===== src/rtl/sik_mem_arbiter_if.sv =====
// Thread request/ack channels plus the shared data-memory port of the SIK arbiter.
// slave: the arbiter side; master: the threads and memory driving it.
interface sik_mem_arbiter_if #(
    parameter int AW = 16
);
    logic          req1;
    logic          we1;
    logic [AW-1:0] addr1;
    logic [15:0]   wdata1;
    logic          ack1;
    logic [15:0]   rdata1;

    logic          req2;
    logic          we2;
    logic [AW-1:0] addr2;
    logic [15:0]   wdata2;
    logic          ack2;
    logic [15:0]   rdata2;

    logic          mem_en;
    logic          mem_we;
    logic [AW-1:0] mem_addr;
    logic [15:0]   mem_wdata;
    logic [15:0]   mem_rdata;
    logic          busy;

    modport slave (
        input  req1, we1, addr1, wdata1,
        input  req2, we2, addr2, wdata2,
        input  mem_rdata,
        output ack1, rdata1, ack2, rdata2,
        output mem_en, mem_we, mem_addr, mem_wdata, busy
    );

    modport master (
        output req1, we1, addr1, wdata1,
        output req2, we2, addr2, wdata2,
        output mem_rdata,
        input  ack1, rdata1, ack2, rdata2,
        input  mem_en, mem_we, mem_addr, mem_wdata, busy
    );
endinterface


===== src/rtl/sik_mem_arbiter.sv =====
// Round-robin arbiter for the two SIK threads onto one fixed-latency memory port; one access at a time.
// Latency 2+MEM_LAT cycles from req sample to ack; requesters are held off simply by withholding ack.
module sik_mem_arbiter #(
    parameter int MEM_LAT = 1,
    parameter int AW      = 16
) (
    input  logic              clk,
    input  logic              reset,
    sik_mem_arbiter_if.slave  bus
);
    typedef enum logic [1:0] {IDLE, ISSUE, WAIT, ACK} state_t;

    localparam logic [1:0] CNT_INIT = 2'(MEM_LAT - 1);

    state_t        state_q, state_d;
    logic [1:0]    cnt_q, cnt_d;
    logic          last_q, last_d;   // 0 = thread 1, 1 = thread 2
    logic          sel_q, sel_d;
    logic          we_q, we_d;

    logic          ack1_q, ack1_d, ack2_q, ack2_d;
    logic [15:0]   rdata1_q, rdata1_d, rdata2_q, rdata2_d;
    logic          mem_en_q, mem_en_d, mem_we_q, mem_we_d;
    logic [AW-1:0] mem_addr_q, mem_addr_d;
    logic [15:0]   mem_wdata_q, mem_wdata_d;
    logic          busy_q, busy_d;

    logic elig1, elig2, grant, gsel, capture;

    // The thread being acked still has req high, so it sits out this round.
    assign elig1   = bus.req1 && !(state_q == ACK && !sel_q);
    assign elig2   = bus.req2 && !(state_q == ACK &&  sel_q);
    assign grant   = (state_q == IDLE || state_q == ACK) && (elig1 || elig2);
    assign gsel    = (elig1 && elig2) ? ~last_q : elig2;
    assign capture = (state_q == WAIT) && (cnt_q == 2'd0) && !we_q;

    always_ff @(posedge clk) begin
        if (reset) begin
            state_q     <= IDLE;
            cnt_q       <= 2'd0;
            last_q      <= 1'b1;
            sel_q       <= 1'b0;
            we_q        <= 1'b0;
            ack1_q      <= 1'b0;
            ack2_q      <= 1'b0;
            rdata1_q    <= 16'h0000;
            rdata2_q    <= 16'h0000;
            mem_en_q    <= 1'b0;
            mem_we_q    <= 1'b0;
            mem_addr_q  <= '0;
            mem_wdata_q <= 16'h0000;
            busy_q      <= 1'b0;
        end else begin
            state_q     <= state_d;
            cnt_q       <= cnt_d;
            last_q      <= last_d;
            sel_q       <= sel_d;
            we_q        <= we_d;
            ack1_q      <= ack1_d;
            ack2_q      <= ack2_d;
            rdata1_q    <= rdata1_d;
            rdata2_q    <= rdata2_d;
            mem_en_q    <= mem_en_d;
            mem_we_q    <= mem_we_d;
            mem_addr_q  <= mem_addr_d;
            mem_wdata_q <= mem_wdata_d;
            busy_q      <= busy_d;
        end
    end

    always_comb begin
        state_d = state_q;
        cnt_d   = cnt_q;
        last_d  = last_q;
        sel_d   = sel_q;
        we_d    = we_q;
        case (state_q)
            IDLE:    if (grant) state_d = ISSUE;
            ISSUE: begin
                state_d = WAIT;
                cnt_d   = CNT_INIT;
            end
            WAIT: begin
                if (cnt_q == 2'd0) state_d = ACK;
                else               cnt_d   = cnt_q - 2'd1;
            end
            ACK:     state_d = grant ? ISSUE : IDLE;
            default: state_d = IDLE;
        endcase
        if (grant) begin
            sel_d  = gsel;
            last_d = gsel;
            we_d   = gsel ? bus.we2 : bus.we1;
        end
    end

    // Outputs are registered off the next state so they line up with it.
    always_comb begin
        ack1_d      = (state_d == ACK) && !sel_d;
        ack2_d      = (state_d == ACK) &&  sel_d;
        busy_d      = (state_d != IDLE);
        mem_en_d    = (state_d == ISSUE);
        mem_we_d    = (state_d == ISSUE) && we_d;
        mem_addr_d  = mem_addr_q;
        mem_wdata_d = mem_wdata_q;
        rdata1_d    = rdata1_q;
        rdata2_d    = rdata2_q;
        if (grant) begin
            mem_addr_d  = gsel ? bus.addr2  : bus.addr1;
            mem_wdata_d = gsel ? bus.wdata2 : bus.wdata1;
        end
        if (capture && !sel_q) rdata1_d = bus.mem_rdata;
        if (capture &&  sel_q) rdata2_d = bus.mem_rdata;
    end

    assign bus.ack1      = ack1_q;
    assign bus.ack2      = ack2_q;
    assign bus.rdata1    = rdata1_q;
    assign bus.rdata2    = rdata2_q;
    assign bus.mem_en    = mem_en_q;
    assign bus.mem_we    = mem_we_q;
    assign bus.mem_addr  = mem_addr_q;
    assign bus.mem_wdata = mem_wdata_q;
    assign bus.busy      = busy_q;
endmodule


===== src/flat_wrapper.sv =====
// flat-port wrapper written by rule: the top's interface ports become plain ports
module sik_mem_arbiter_flat 
#(
    parameter int MEM_LAT = 1,
    parameter int AW      = 16
)
  (clk, reset, bus_req1, bus_we1, bus_addr1, bus_wdata1, bus_req2, bus_we2, bus_addr2, bus_wdata2, bus_mem_rdata, bus_ack1, bus_rdata1, bus_ack2, bus_rdata2, bus_mem_en, bus_mem_we, bus_mem_addr, bus_mem_wdata, bus_busy);
  sik_mem_arbiter_if #(.AW(AW)) bus_i ();
  input  logic clk;
  input  logic reset;
  input wire logic [$bits(bus_i.req1)-1:0] bus_req1;
  input wire logic [$bits(bus_i.we1)-1:0] bus_we1;
  input wire logic [$bits(bus_i.addr1)-1:0] bus_addr1;
  input wire logic [$bits(bus_i.wdata1)-1:0] bus_wdata1;
  input wire logic [$bits(bus_i.req2)-1:0] bus_req2;
  input wire logic [$bits(bus_i.we2)-1:0] bus_we2;
  input wire logic [$bits(bus_i.addr2)-1:0] bus_addr2;
  input wire logic [$bits(bus_i.wdata2)-1:0] bus_wdata2;
  input wire logic [$bits(bus_i.mem_rdata)-1:0] bus_mem_rdata;
  output wire logic [$bits(bus_i.ack1)-1:0] bus_ack1;
  output wire logic [$bits(bus_i.rdata1)-1:0] bus_rdata1;
  output wire logic [$bits(bus_i.ack2)-1:0] bus_ack2;
  output wire logic [$bits(bus_i.rdata2)-1:0] bus_rdata2;
  output wire logic [$bits(bus_i.mem_en)-1:0] bus_mem_en;
  output wire logic [$bits(bus_i.mem_we)-1:0] bus_mem_we;
  output wire logic [$bits(bus_i.mem_addr)-1:0] bus_mem_addr;
  output wire logic [$bits(bus_i.mem_wdata)-1:0] bus_mem_wdata;
  output wire logic [$bits(bus_i.busy)-1:0] bus_busy;
  assign bus_i.req1 = bus_req1;
  assign bus_i.we1 = bus_we1;
  assign bus_i.addr1 = bus_addr1;
  assign bus_i.wdata1 = bus_wdata1;
  assign bus_i.req2 = bus_req2;
  assign bus_i.we2 = bus_we2;
  assign bus_i.addr2 = bus_addr2;
  assign bus_i.wdata2 = bus_wdata2;
  assign bus_i.mem_rdata = bus_mem_rdata;
  assign bus_ack1 = bus_i.ack1;
  assign bus_rdata1 = bus_i.rdata1;
  assign bus_ack2 = bus_i.ack2;
  assign bus_rdata2 = bus_i.rdata2;
  assign bus_mem_en = bus_i.mem_en;
  assign bus_mem_we = bus_i.mem_we;
  assign bus_mem_addr = bus_i.mem_addr;
  assign bus_mem_wdata = bus_i.mem_wdata;
  assign bus_busy = bus_i.busy;
  sik_mem_arbiter #(.MEM_LAT(MEM_LAT), .AW(AW)) u_core (.clk(clk), .reset(reset), .bus(bus_i));
endmodule

===== config.mk =====
export PLATFORM = sky130hd
export DESIGN_NAME = sik_mem_arbiter_flat
export DESIGN_NICKNAME = d
export VERILOG_FILES = /design/src/rtl/sik_mem_arbiter_if.sv /design/src/rtl/sik_mem_arbiter.sv /design/src/flat_wrapper.sv
export SDC_FILE = /design/constraint.sdc
export NUM_CORES = 1
export LEC_CHECK = 0
export ABC_AREA = 1
export CORE_AREA = 2 2 90 101
export CTS_CLUSTER_SIZE = 28
export DETAILED_ROUTE_END_ITERATION = 6
export DIE_AREA = 0 0 92 103
export PLACE_DENSITY = 0.76
export SETUP_SLACK_MARGIN = 0.15
export SLEW_MARGIN = 5
export SYNTH_ARGS = -nofsm -noshare
export SYNTH_HDL_FRONTEND = slang
export SYNTH_SLANG_ARGS = --single-unit

===== constraint.sdc =====
create_clock -name clk -period 1.85 [get_ports clk]
set_input_delay 0.4625 -clock clk [delete_from_list [all_inputs] [get_ports clk]]
set_output_delay 0.4625 -clock clk [all_outputs]
set_load 0.03 [all_outputs]

* After elaboration in Yosys (flattened, before gate mapping)
Cells that the tools add are included.
** Word-level totals
- Register bits after elaboration :: 76
- Output and inout port bits :: 69
- Logic and storage cells :: 59
** Cells by class
- Add/sub/neg operators :: 1
- Equal/unequal tests :: 6
- Muxes and demuxes :: 12
- Bitwise operators :: 1
- Reductions and logical operators :: 25
** Operators by type and width (count)
- $mux 16 :: 2
- $logic_and 1x1->1 :: 13
- $pmux 2 s4 :: 1
- $eq 2x2->1 const B :: 3
- $mux 2 :: 3
- $logic_not 1->1 :: 5
- $mux 1 :: 5
- $eq 2x1->1 const B :: 2
- $logic_not 2->1 :: 2
- $pmux 2 s2 :: 1
- $reduce_bool 2->1 :: 2
- $logic_or 1x1->1 :: 2
- $ne 2x2->1 const B :: 1
- $reduce_and 2->1 :: 1
- $sub 2x1->2 const B :: 1
- $not 1->1 :: 1

* Logic depth before layout (Yosys ltp)
- Depth in word-level cells :: 10
- Mapped depth :: 10
- Gate-level depth less buffers :: 9

* Worst setup path before layout
No wires, ideal clock.
- Kind :: flip-flop to flip-flop
- Start point :: reg u_core.state_q[0]
- End point :: reg u_core.rdata1_q[0] (netlist: u_core.bus.rdata1[0])
- Setup time :: 0.116 ns
- Arrival time :: 1.358 ns
- Data required time :: 1.734 ns
- Slack :: 0.376 ns
- Stages on the path, launching flop included :: 9
- Buffers on the path :: 1
- Clock period less this slack :: 1.474 ns
- Cells stage by stage :: dfxtp_1 > inv_1 > ha_1 > nand2_1 > nor2_4 > nand2_2 > clkbuf_1 > o21ai_0 > nor2_1
** On the way
- Longest elaborated chain between the ends :: 4
** RTL lines
- start: declaration :: line sik_mem_arbiter.sv:15 : state_t state_q, state_d;
- start signal: assignment :: line sik_mem_arbiter.sv:54 : state_q <= state_d;
- $eq 2x2->1 :: line sik_mem_arbiter.sv:35 : assign capture = (state_q == WAIT) && (cnt_q == 2'd0) && !we_q;
- $logic_and 1x1->1 (2 in a row) :: line sik_mem_arbiter.sv:35
- $logic_and 1x1->1 :: line sik_mem_arbiter.sv:112 : if (capture && !sel_q) rdata1_d = bus.mem_rdata;
- end signal: assignment :: line sik_mem_arbiter.sv:61 : rdata1_q <= rdata1_d;
- end: declaration :: line sik_mem_arbiter.sv:22 : logic [15:0] rdata1_q, rdata1_d, rdata2_q, rdata2_d;
No other way between the ends.
A chain may end at the register's enable or synchronous reset.

* Final worst setup path
- Start point :: reg u_core.state_q[0]
- End point :: reg u_core.ack2_q (netlist: u_core.bus.ack2)
** On the way
- Longest elaborated chain between the ends :: 10
- Elaborated cells on any way between the ends :: 22
** RTL lines
- $eq 2x2->1
- $logic_and 1x1->1 (on tied branches) :: line sik_mem_arbiter.sv:31, sik_mem_arbiter.sv:32
- $logic_not 1->1 (on tied branches) :: line sik_mem_arbiter.sv:31, sik_mem_arbiter.sv:32
- $logic_and 1x1->1 (on tied branches) :: line sik_mem_arbiter.sv:31, sik_mem_arbiter.sv:32
- $logic_or 1x1->1 :: line sik_mem_arbiter.sv:33 : assign grant = (state_q == IDLE || state_q == ACK) && (elig1 || elig2);
- $logic_and 1x1->1 :: line sik_mem_arbiter.sv:33
- $mux 2 :: line sik_mem_arbiter.sv:78 : IDLE: if (grant) state_d = ISSUE;
- $pmux 2 s4 (*) :: line sik_mem_arbiter.sv:77 : case (state_q)
- via u_core.state_d[1] :: line sik_mem_arbiter.sv:15
- $eq 2x2->1 (*) :: line sik_mem_arbiter.sv:100 : ack2_d = (state_d == ACK) && sel_d;
- $logic_and 1x1->1 (*) :: line sik_mem_arbiter.sv:100
- end signal: assignment :: line sik_mem_arbiter.sv:60 : ack2_q <= ack2_d;
- end: declaration :: line sik_mem_arbiter.sv:21 : logic ack1_q, ack1_d, ack2_q, ack2_d;
The timed path passes the listed nets; every way through them passes the cells marked *.

==> flow_summary.json <==
{
  "cp.required_ns": 2.12,
  "grt_pass1_wl_um": 14700,
  "irDropWorstVdd_mv": 0.887,
  "ctsHoldBuffers": 0,
  "path_delay_family": "buffers and inverters",
  "synth_nets": 581,
  "tightest_slew_ns": 0.349,
  "async_reset_ff_share_pct": 0,
  "nNetsFinal": 733,
  "synth_edf_count": 0,
  "drt-initial-drc-count": 116,
  "fp.dieW_um": 92,
  "cp-end-kind": "flop",
  "cts_tree": "yes",
  "dp_hpwl_um": 7050,
  "netlist_instances": 490,
  "finalSetupViolCount": 0,
  "post-route-min-period_ns": 1.65,
  "path_buf_inv": 4,
  "worstPathArrival_ns": 1.92,
  "io_buffers": 154,
  "core_area_um2": 8560,
  "rr_worst_depth": 8,
  "drt-wirelength-per-cell_um": 12.4,
  "hold_path.class": "reg -> reg",
  "outcome": "finished, final reports clean",
  "areaGrowthSynthToFinish_pct": 54.1,
  "period_share_pct": 89.4,
  "dieArea_um2": 9480,
  "dr.pass1.iters": 5,
  "path_depth": 8,
  "antenna_found_initial": 0,
  "clk_pin_slew_ns": 0.08,
  "postRouteAntennaNets": 0,
  "leakage_nw": 2.60,
  "n_fill_cell": 812,
  "ctsRootBufferMaster": "clkbuf_8",
  "final_hold_viol_count": 0,
  "max_stage_delay_ns": 0.37,
  "worst_slack_ns": 0.196,
  "grt_pass1_vias": 3325,
  "crit_start": "u_core.state_q[0]",
  "ys_warn_count": 0,
  "routabilityCongestion": 0.810,
  "antennaDiodeCount": 0,
  "tns_ns": 0,
  "cpMaxStageDelayCell": "dfxtp_1",
  "synth.most_common_cell": "nor2_1",
  "critical_path.reg2reg.startpoint": "u_core.state_q[0]",
  "synth_area_per_cell_um2": 6.87,
  "synth_area_leaders": "dfxtp_1, nand3_1, nor2_1, nand2_1, inv_1",
  "synth-seq-area-share_pct": 45.2,
  "path_class": "reg -> reg",
  "netlist_area_um2": 3360,
  "routed_wirelength_um": 9430,
  "rrSetupSlack_ns": 0.20,
  "dpl_worst_slack_ns": -0.0964,
  "die_h_um": 103,
  "grt_max_degree": 50,
  "ys.flop_type": "dfxtp_1",
  "holdPathStages": 2,
  "worstPathMaxFanout": 6,
  "insertion_delay_ns": 0.34,
  "slew_headroom_pct": 76.9,
  "rows": 36,
  "synth_common_cells": "nor2_1, nand2_1, nand3_1",
  "io_pins": 155,
  "fmax_mhz": 605,
  "yosys_register_bits": 76,
  "num_vias": 3611,
  "cpMostUsedCell": "inv_1",
  "drv_slew": 0,
  "start_util_pct": 39.3,
  "grt-ovfl-total": 0,
  "yosys.area.top_type_share_pct": 45.2,
  "yosysUniqueCellTypes": 21,
  "grt_use_total_pct": 19.1,
  "finClkSkew_ns": 0.00981,
  "rsz0062_at_grt": "yes",
  "worstHoldStart": "u_core.bus.rdata2[6]",
  "htreeDepth": 3,
  "power_density_nw_per_um2": 1460,
  "drc": 0,
  "clock-sinks": 76,
  "final_layout_size_suffix_gt1_share_pct": 6.96,
  "crit_chain": "inv_1 > ha_1 > a21oi_4 > buf_12 > buf_4 > o21ai_0 > inv_1 > nor2_1",
  "drv_cap": 0,
  "setup.worst_path.start_class": "flop",
  "numCtsBuffers": 9,
  "synth_top_cell_by_area": "dfxtp_1",
  "drt-vias-per-instance": 4.75,
  "clockBufferDepth": 2
}
==> repair_timing <==
item | in CTS | in global routing
setup endpoints to repair | 75 | 40
buffers inserted | 0 | 2
endpoints found under the hold margin | 0 | 0
gates resized for setup | 71 | 4
pin swaps | 0 | 1
cloned | 0 | 2
==> worst register-to-register path, stage by stage, from the launching register on <==
cell     delay (ns)
dfxtp_1        0.37
inv_1          0.09
ha_1           0.36
a21oi_4        0.05
buf_12         0.14
buf_4          0.13
o21ai_0        0.24
inv_1          0.09
nor2_1         0.11
==> metal layers <==
metal  vias up  GRT usage [%]  part of all wire (%)
li1       1844              -                     -
met1      1603           21.3                    41
met2       153           34.7                    49
met3        11           5.92                   8.7
met4         0           6.77                   1.1
met5         -              0                     0
==> flip-flops by register name, indices dropped and copies added (netlist names), 2 cells and up <==
signal / count
u_core.bus.mem_addr: 16
u_core.bus.mem_wdata: 16
u_core.bus.rdata1: 16
u_core.bus.rdata2: 16
u_core.cnt_q: 2
u_core.state_q: 2
==> stage by stage <==
stage	instances	instance area, um^2	util, %	hold WS (ns)	power [W]
3_5_place_dp	741	5000	58.4	0.453	0.00653
5_1_grt	761	5180	60.6	0.480	0.00815
4_1_cts	757	5100	59.5	0.456	0.00735
3_3_place_gp	741	5000	58.4	0.449	0.00643
6_report	761	5180	60.6	0.463	0.00755
2_1_floorplan	490	3360	-	0.440	0.00506
==> final cells by class <==
| class | instances | area, um^2 | area share, % |
|---|---|---|---|
| Timing Repair Buffer | 170 | 1640 | 31.7 |
| Tap cell | 114 | 143 | 2.75 |
| Clock buffer | 10 | 128 | 2.46 |
| Sequential cell | 76 | 1520 | 29.4 |
| Inverter | 47 | 181 | 3.50 |
| Clock inverter | 6 | 48.8 | 0.941 |
| Multi-Input combinational cell | 338 | 1520 | 29.3 |
==> power by group <==
group          leakage (nW)  total (W)  internal [W]  switching, W
Combinational          1.90    0.00403       0.00150       0.00253
Sequential            0.624    0.00239       0.00214      0.000248
Clock                0.0791    0.00112      0.000496      0.000624
Total                  2.60    0.00755       0.00414       0.00340
==> logic make-up (layout without fill, tap and decap cells) <==
kind of cell	count (synthesis)	after routing	synth area share, %
flops	76	76	45.2
fa+ha+maj	5	5	1.86
buf+inv	76	233	10.2
compound gates	39	39	5.91
simple gates	294	294	36.9
==> cells in the final DEF (no fill, tap or decap), drive strengths merged <==
| cell type | instances |
|---|---|
| ha | 5 |
| clkinv | 2 |
| clkinvlp | 3 |
| inv | 48 |
| nand3 | 88 |
| clkdlybuf4s50 | 84 |
| nand3b | 1 |
| a21oi | 19 |
| dfxtp | 76 |
| nand2 | 97 |
| clkbuf | 12 |
| nor2 | 107 |
| dlygate4sd2 | 69 |
| or2 | 1 |
| o21ai | 20 |
| buf | 15 |
==> worst paths after layout <==
path	end
setup reg to reg	u_core.bus.ack2
setup / recovery	u_core.bus.ack2
hold / removal	u_core.bus.rdata2[6]
hold reg to reg	u_core.bus.rdata2[6]
Power figures use the tool's default switching activity.
==> patch 1: new RTL, config.mk and constraints unchanged <==
Encoding of `state_t`: now one-hot (4 bits for 4 states).
--- a/src/rtl/sik_mem_arbiter.sv
+++ b/src/rtl/sik_mem_arbiter.sv
@@ -8,7 +8,7 @@
     input  logic              reset,
     sik_mem_arbiter_if.slave  bus
 );
-    typedef enum logic [1:0] {IDLE, ISSUE, WAIT, ACK} state_t;
+    typedef enum logic [3:0] {IDLE = 4'b0001, ISSUE = 4'b0010, WAIT = 4'b0100, ACK = 4'b1000} state_t;
 
     localparam logic [1:0] CNT_INIT = 2'(MEM_LAT - 1);
 
Behaviour: no difference found for any inputs over 10 cycles, from zero or initial values and one cycle with reset high; not proved beyond that.
==> patch 1 against the unedited design <==
- global-route usage grew 1.5 points
- sequential cell count grew 2
- worst setup slack better by 0.062 ns
- synthesized area up 9.0%
- routed wire length is 2.4% higher
- non-clock buffer count fell by 1
- cell area rose by 5.8%
- register-to-register slack better by 0.11 ns
Power is not compared: it rests on default switching activity, and its combinational part moved more than twofold at a synthesized area within 25%.
==> patch 1: results (changes against the unedited design) <==
CTS HTree Levels = 3 (unchanged)
number of distinct library cell variants in the gate-level netlist after synthesis = 30 (+43%)
peak ir drop on the vdd network = 0.423 mV
Synth Area in Adders = 0.341% (-1.5 points)
complex-gate fraction of the synthesized area = 12.8% (+6.9 points)
initial antenna violation count = 0 (unchanged)
Syn Std Cell Area = 3670 um2 (+9.0%)
total of buffers placed on input and output ports = 154 (unchanged)
count of yosys warnings during synthesis = 0 (unchanged)
Synthesized Nets = 617 (+6.2%)
cts bufs inserted = 9 (unchanged)
XOR/XNOR share of the synthesized area = 0% (unchanged)
root cell of the clock tree = clkbuf_8
ranking of synthesized cells by instance count = 136 x nor2_1, 115 x nand2_1, 78 x dfxtp_1
R2R Path Start = u_core.state_q[1]
transition time of the tightest slew-check pin = 0.363 ns (+0.0148 ns)
placer congestion estimate = 0.785 (-3.1%)
maximum number of pins on one net before global-route repair = 67 (+34%)
endpoint of the worst hold-timing path = u_core.cnt_q[1]
share of synthesized flip-flops with an asynchronous set or reset = 0% (unchanged)
fraction of layout instances using a drive strength above 1 = 7.49% (+0.53 points)
via count = 3662 (+1.4%)
worst stage delay on the critical path = 0.44 ns (+0.07 ns)
routed wire length = 9.65 mm (+2.4%)
final HPWL from detailed placement = 7.27 mm (+3.2%)
worst reg2reg setup slack = 0.31 ns (+0.11 ns)
Top FF cell, synth = dfxtp_1
proportion of synthesized chip area in sequential cells = 42.6% (-2.6 points)
count of TritonRoute iterations in the first routing pass = 7 (+2)
run status = complete, no violations
# nets final = 764 (+4.2%)
number of cells on the worst reg-to-reg path = 10 (+2)
multiplexer share of the synthesized area = 0% (unchanged)
Max Fanout on Critical Path = 2 (-4)
depth of the worst hold-timing path = 2 (unchanged)
clock transition at the registers of the reported paths = 0.08 ns (about the same)
global routing usage summed across all routing layers = 20.6% (+1.5 points)
Critical Path AT = 1.13 ns (-0.79 ns)
final setup skew = 0.0113 ns (+0.00151 ns)
total placed instance area = 5320 um2 (+6.5%)
largest cells by area after synthesis = dfxtp_1 43%, nor2_1 14%, nand2_1 12%
wire length of the first global-routing pass = 15.5 mm (+5.5%)
initial detailed-routing violation count = 180 (+55%)
critical hold path startpoint = u_core.cnt_q[1]
cell type group with the largest total delay on the critical path = buffers and inverters
capture instance of the worst register-to-register path = u_core.bus.mem_addr[0]
library cell contributing the largest single delay on the critical path = dlygate4sd2_1
vias in the first global route = 3452 (+3.8%)
type of the worst min-delay path = reg2reg
==> patch 1: changes by cell type after synthesis, sizes merged, moves of 2 or more <==
cell	before	now
nand3	88	37
clkbuf	9	14
ha	5	1
nor3	0	2
dfxtp	76	78
a21oi	19	7
nand2	97	117
a21boi	0	32
nand4	0	2
o21ai	20	33
nor2	107	138
==> patch 1: how the worst max path moves through the flow <==
| stage | start | endpoint | slack, ns | depth (start not counted) |
|---|---|---|---|---|
| 2_1_floorplan | reset | u_core.bus.mem_wdata[10] | 0.42 | 6 |
| 3_3_place_gp | bus_req1 | u_core.bus.mem_addr[0] | 0.02 | 7 |
| 3_5_place_dp | bus_req1 | u_core.bus.mem_wdata[0] | 0.01 | 8 |
| 4_1_cts | u_core.cnt_q[0] | u_core.bus.rdata2[2] | 0.10 | 8 |
| 5_1_grt | u_core.cnt_q[0] | u_core.bus.rdata1[13] | 0.18 | 8 |
| 6_report | u_core.bus.mem_wdata[0] | bus_mem_wdata[0] | 0.26 | 1 |
==> patch 1: through the flow <==
stage          worst slack [ns]  std cells  util (%)  hold WS, ns
6_report                  0.258        795      64.1        0.470
5_1_grt                   0.182        795      64.1        0.499
4_1_cts                   0.102        795      63.8        0.468
3_5_place_dp             0.0100        780      62.2        0.458
3_3_place_gp             0.0204        780      62.2        0.449
2_1_floorplan             0.423        530         -        0.440
==> patch 1: routing by layer <==
metal	wire [um]	GRT usage, %
met5	0	0
met4	173	8.04
met3	869	6.80
met2	4460	35.5
met1	4150	23.9
==> patch 1: layout make-up <==
cell class                      count  area (um2)
Fill cell                         805        3070
Multi-Input combinational cell    371        1720
Timing Repair Buffer              169        1660
Sequential cell                    78        1560
Inverter                           48         185
Clock buffer                       11         151
Tap cell                          114         143
Clock inverter                      4        70.1
==> patch 1: where the power goes <==
group          switching, uW  internal (uW)  total, uW
clock                    583            821       1400
sequential              71.1           1810       1880
combinational            730            533       1260
==> patch 1: cells by family after synthesis <==
family | count (synthesis)
simple gates | 297
buf+inv | 81
flops | 78
compound gates | 73
fa+ha+maj | 1
==> patch 1: timing repair <==
action,in CTS,in global routing
resized for setup,71,7
endpoints found under the hold margin,0,0
endpoints found under the setup margin,86,25
==> patch 2: new RTL, same flow settings <==
Made on the original files. `AW` is set to 16 in 3 places; all go to 17.
--- a/src/rtl/sik_mem_arbiter_if.sv
+++ b/src/rtl/sik_mem_arbiter_if.sv
@@ -1,7 +1,7 @@
 // Thread request/ack channels plus the shared data-memory port of the SIK arbiter.
 // slave: the arbiter side; master: the threads and memory driving it.
 interface sik_mem_arbiter_if #(
-    parameter int AW = 16
+    parameter int AW = 17
 );
     logic          req1;
     logic          we1;
--- a/src/rtl/sik_mem_arbiter.sv
+++ b/src/rtl/sik_mem_arbiter.sv
@@ -2,7 +2,7 @@
 // Latency 2+MEM_LAT cycles from req sample to ack; requesters are held off simply by withholding ack.
 module sik_mem_arbiter #(
     parameter int MEM_LAT = 1,
-    parameter int AW      = 16
+    parameter int AW      = 17
 ) (
     input  logic              clk,
     input  logic              reset,
--- a/src/flat_wrapper.sv
+++ b/src/flat_wrapper.sv
@@ -2,7 +2,7 @@
 module sik_mem_arbiter_flat 
 #(
     parameter int MEM_LAT = 1,
-    parameter int AW      = 16
+    parameter int AW      = 17
 )
   (clk, reset, bus_req1, bus_we1, bus_addr1, bus_wdata1, bus_req2, bus_we2, bus_addr2, bus_wdata2, bus_mem_rdata, bus_ack1, bus_rdata1, bus_ack2, bus_rdata2, bus_mem_en, bus_mem_we, bus_mem_addr, bus_mem_wdata, bus_busy);
   sik_mem_arbiter_if #(.AW(AW)) bus_i ();
Ports: changed (resized bus_addr1, bus_addr2 and bus_mem_addr); port bits go from 155 to 158. The function was not compared with the original's and may differ.
==> patch 2 against the unedited design <==
- worst hold slack lost 0.0013 ns
- synthesized area grew 1.6%
- routed wire length is 0.50% lower
- sequential cell count is 1 higher
- worst setup slack better by 0.062 ns
- critical path depth stayed put
- via count shrank 1.0%
- clock skew fell by 0.0028 ns
- cell area up 1.5%
- power increased by 0.88%
- highest routed layer unchanged
==> patch 2: results (changes against the unedited design) <==
proportion of synthesized chip area in sequential cells = 45.1% (-0.14 points)
Critical Path AT = 1.82 ns (-0.10 ns)
upper clock frequency limit = 628 MHz (+3.9%)
Multi-In Gates = 344 (+1.8%)
depth of the worst hold-timing path = 2 (unchanged)
total of buffers placed on input and output ports = 157 (+1.9%)
fill cell total of the finished layout = 815 (+0.37%)
buffer levels on the longest clock path = 2 (unchanged)
Signal inverters = 48 (+2.1%)
Non-clock buffers, area share = 31.7% (about the same)
endpoint of the worst hold-timing path = u_core.bus.rdata2[3]
area fraction of clock buffers and clock inverters = 3.42% (+0.020 points)
Synthesized Nets = 591 (+1.7%)
# nets final = 746 (+1.8%)
peak ir drop on the vdd network = 0.619 mV (-30%)
critical hold path startpoint = u_core.bus.rdata2[3]
total number of sequential cells = 77 (+1.3%)
initial detailed-routing violation count = 126 (+8.6%)
fraction of layout instances using a drive strength above 1 = 6.70% (-0.26 points)
Seq area share = 29.3% (-0.059 points)
via count = 3575 (-1.0%)
Static Leak = 0.00265 uW (+2.0%)
final-layout worst hold slack = 0.462 ns (-0.00133 ns)
Max Fanout on Critical Path = 25 (+19)
worst reg2reg setup slack = 0.26 ns (+0.06 ns)
Syn Std Cell Area = 3420 um2 (+1.6%)
total area of sequential cells = 1540 um2 (+1.3%)
ratio of routed vias to standard cells = 4.64 (-2.3%)
vias in the first global route = 3362 (+1.1%)
cell type group with the largest total delay on the critical path = buffers and inverters
run status = complete, no violations
relative slew slack = 66.0% (-11 points)
routed wire length = 9.38 mm (-0.50%)
Largest register FFs = 17
final setup skew = 0.00706 ns (-0.00275 ns)
capture instance of the worst register-to-register path = u_core.bus.mem_addr[12]
global routing usage summed across all routing layers = 19.4% (+0.30 points)
Post-Place Worst Slack = -0.0419 ns (+0.0545 ns)
number of cells on the worst reg-to-reg path = 8 (unchanged)
total placed instance area = 5110 um2 (+2.1%)
number of distinct library cell variants in the gate-level netlist after synthesis = 20 (-4.8%)
ranking of synthesized cells by instance count = 108 x nor2_1, 96 x nand2_1, 89 x nand3_1
final HPWL from detailed placement = 7.22 mm (+2.4%)
wire length of the first global-routing pass = 14.8 mm (+0.75%)
proportion of cell area occupied by multi-input gates = 29.4% (+0.084 points)
largest cells by area after synthesis = dfxtp_1 45%, nand3_1 13%, nor2_1 12%
count of mapped cells out of synthesis = 498 (+1.6%)
maximum number of pins on one net before global-route repair = 51 (+2.0%)
count of final max-slew check failures = 0 (unchanged)
non-clock buffer total of the final layout = 173 (+1.8%)
worst stage delay on the critical path = 0.36 ns
count of TritonRoute iterations in the first routing pass = 4 (-1)
placer congestion estimate = 0.821 (+1.3%)
patch 2: tightest hold or removal path, delay by kind of cell, from the launching register on:
family,cells,cell delay (ns)
simple gates,1,0.06
flops,1,0.31
compound gates,1,0.05
patch 2: metal layers:
layer | vias to the layer above | GRT usage [%] | share of wire (%)
li1 | 1869 | - | -
met1 | 1560 | 21.0 | 40
met2 | 134 | 35.9 | 49
met3 | 12 | 5.99 | 8.8
met4 | 0 | 7.23 | 1.8
met5 | - | 0 | 0
patch 2: report_power, final:
part	leakage, uW	switching [uW]	total, uW	internal [uW]
registers	0.000632	254	2430	2180
logic	0.00193	2550	4010	1460
clock network	0.0000919	560	1170	609
patch 2: timing repair:
item                                    CTS  global route
gates cloned                              0             1
resized for setup                        70             8
pin swaps                                 0             1
buffers inserted                          0             1
endpoints found under the setup margin   70            68
patch 2: kinds of logic after synthesis:
family | Yosys count | synth area share (%)
compound gates | 39 | 6.04
fa+ha+maj | 5 | 1.83
buf+inv | 77 | 10.1
flops | 77 | 45.1
simple gates | 300 | 37.0
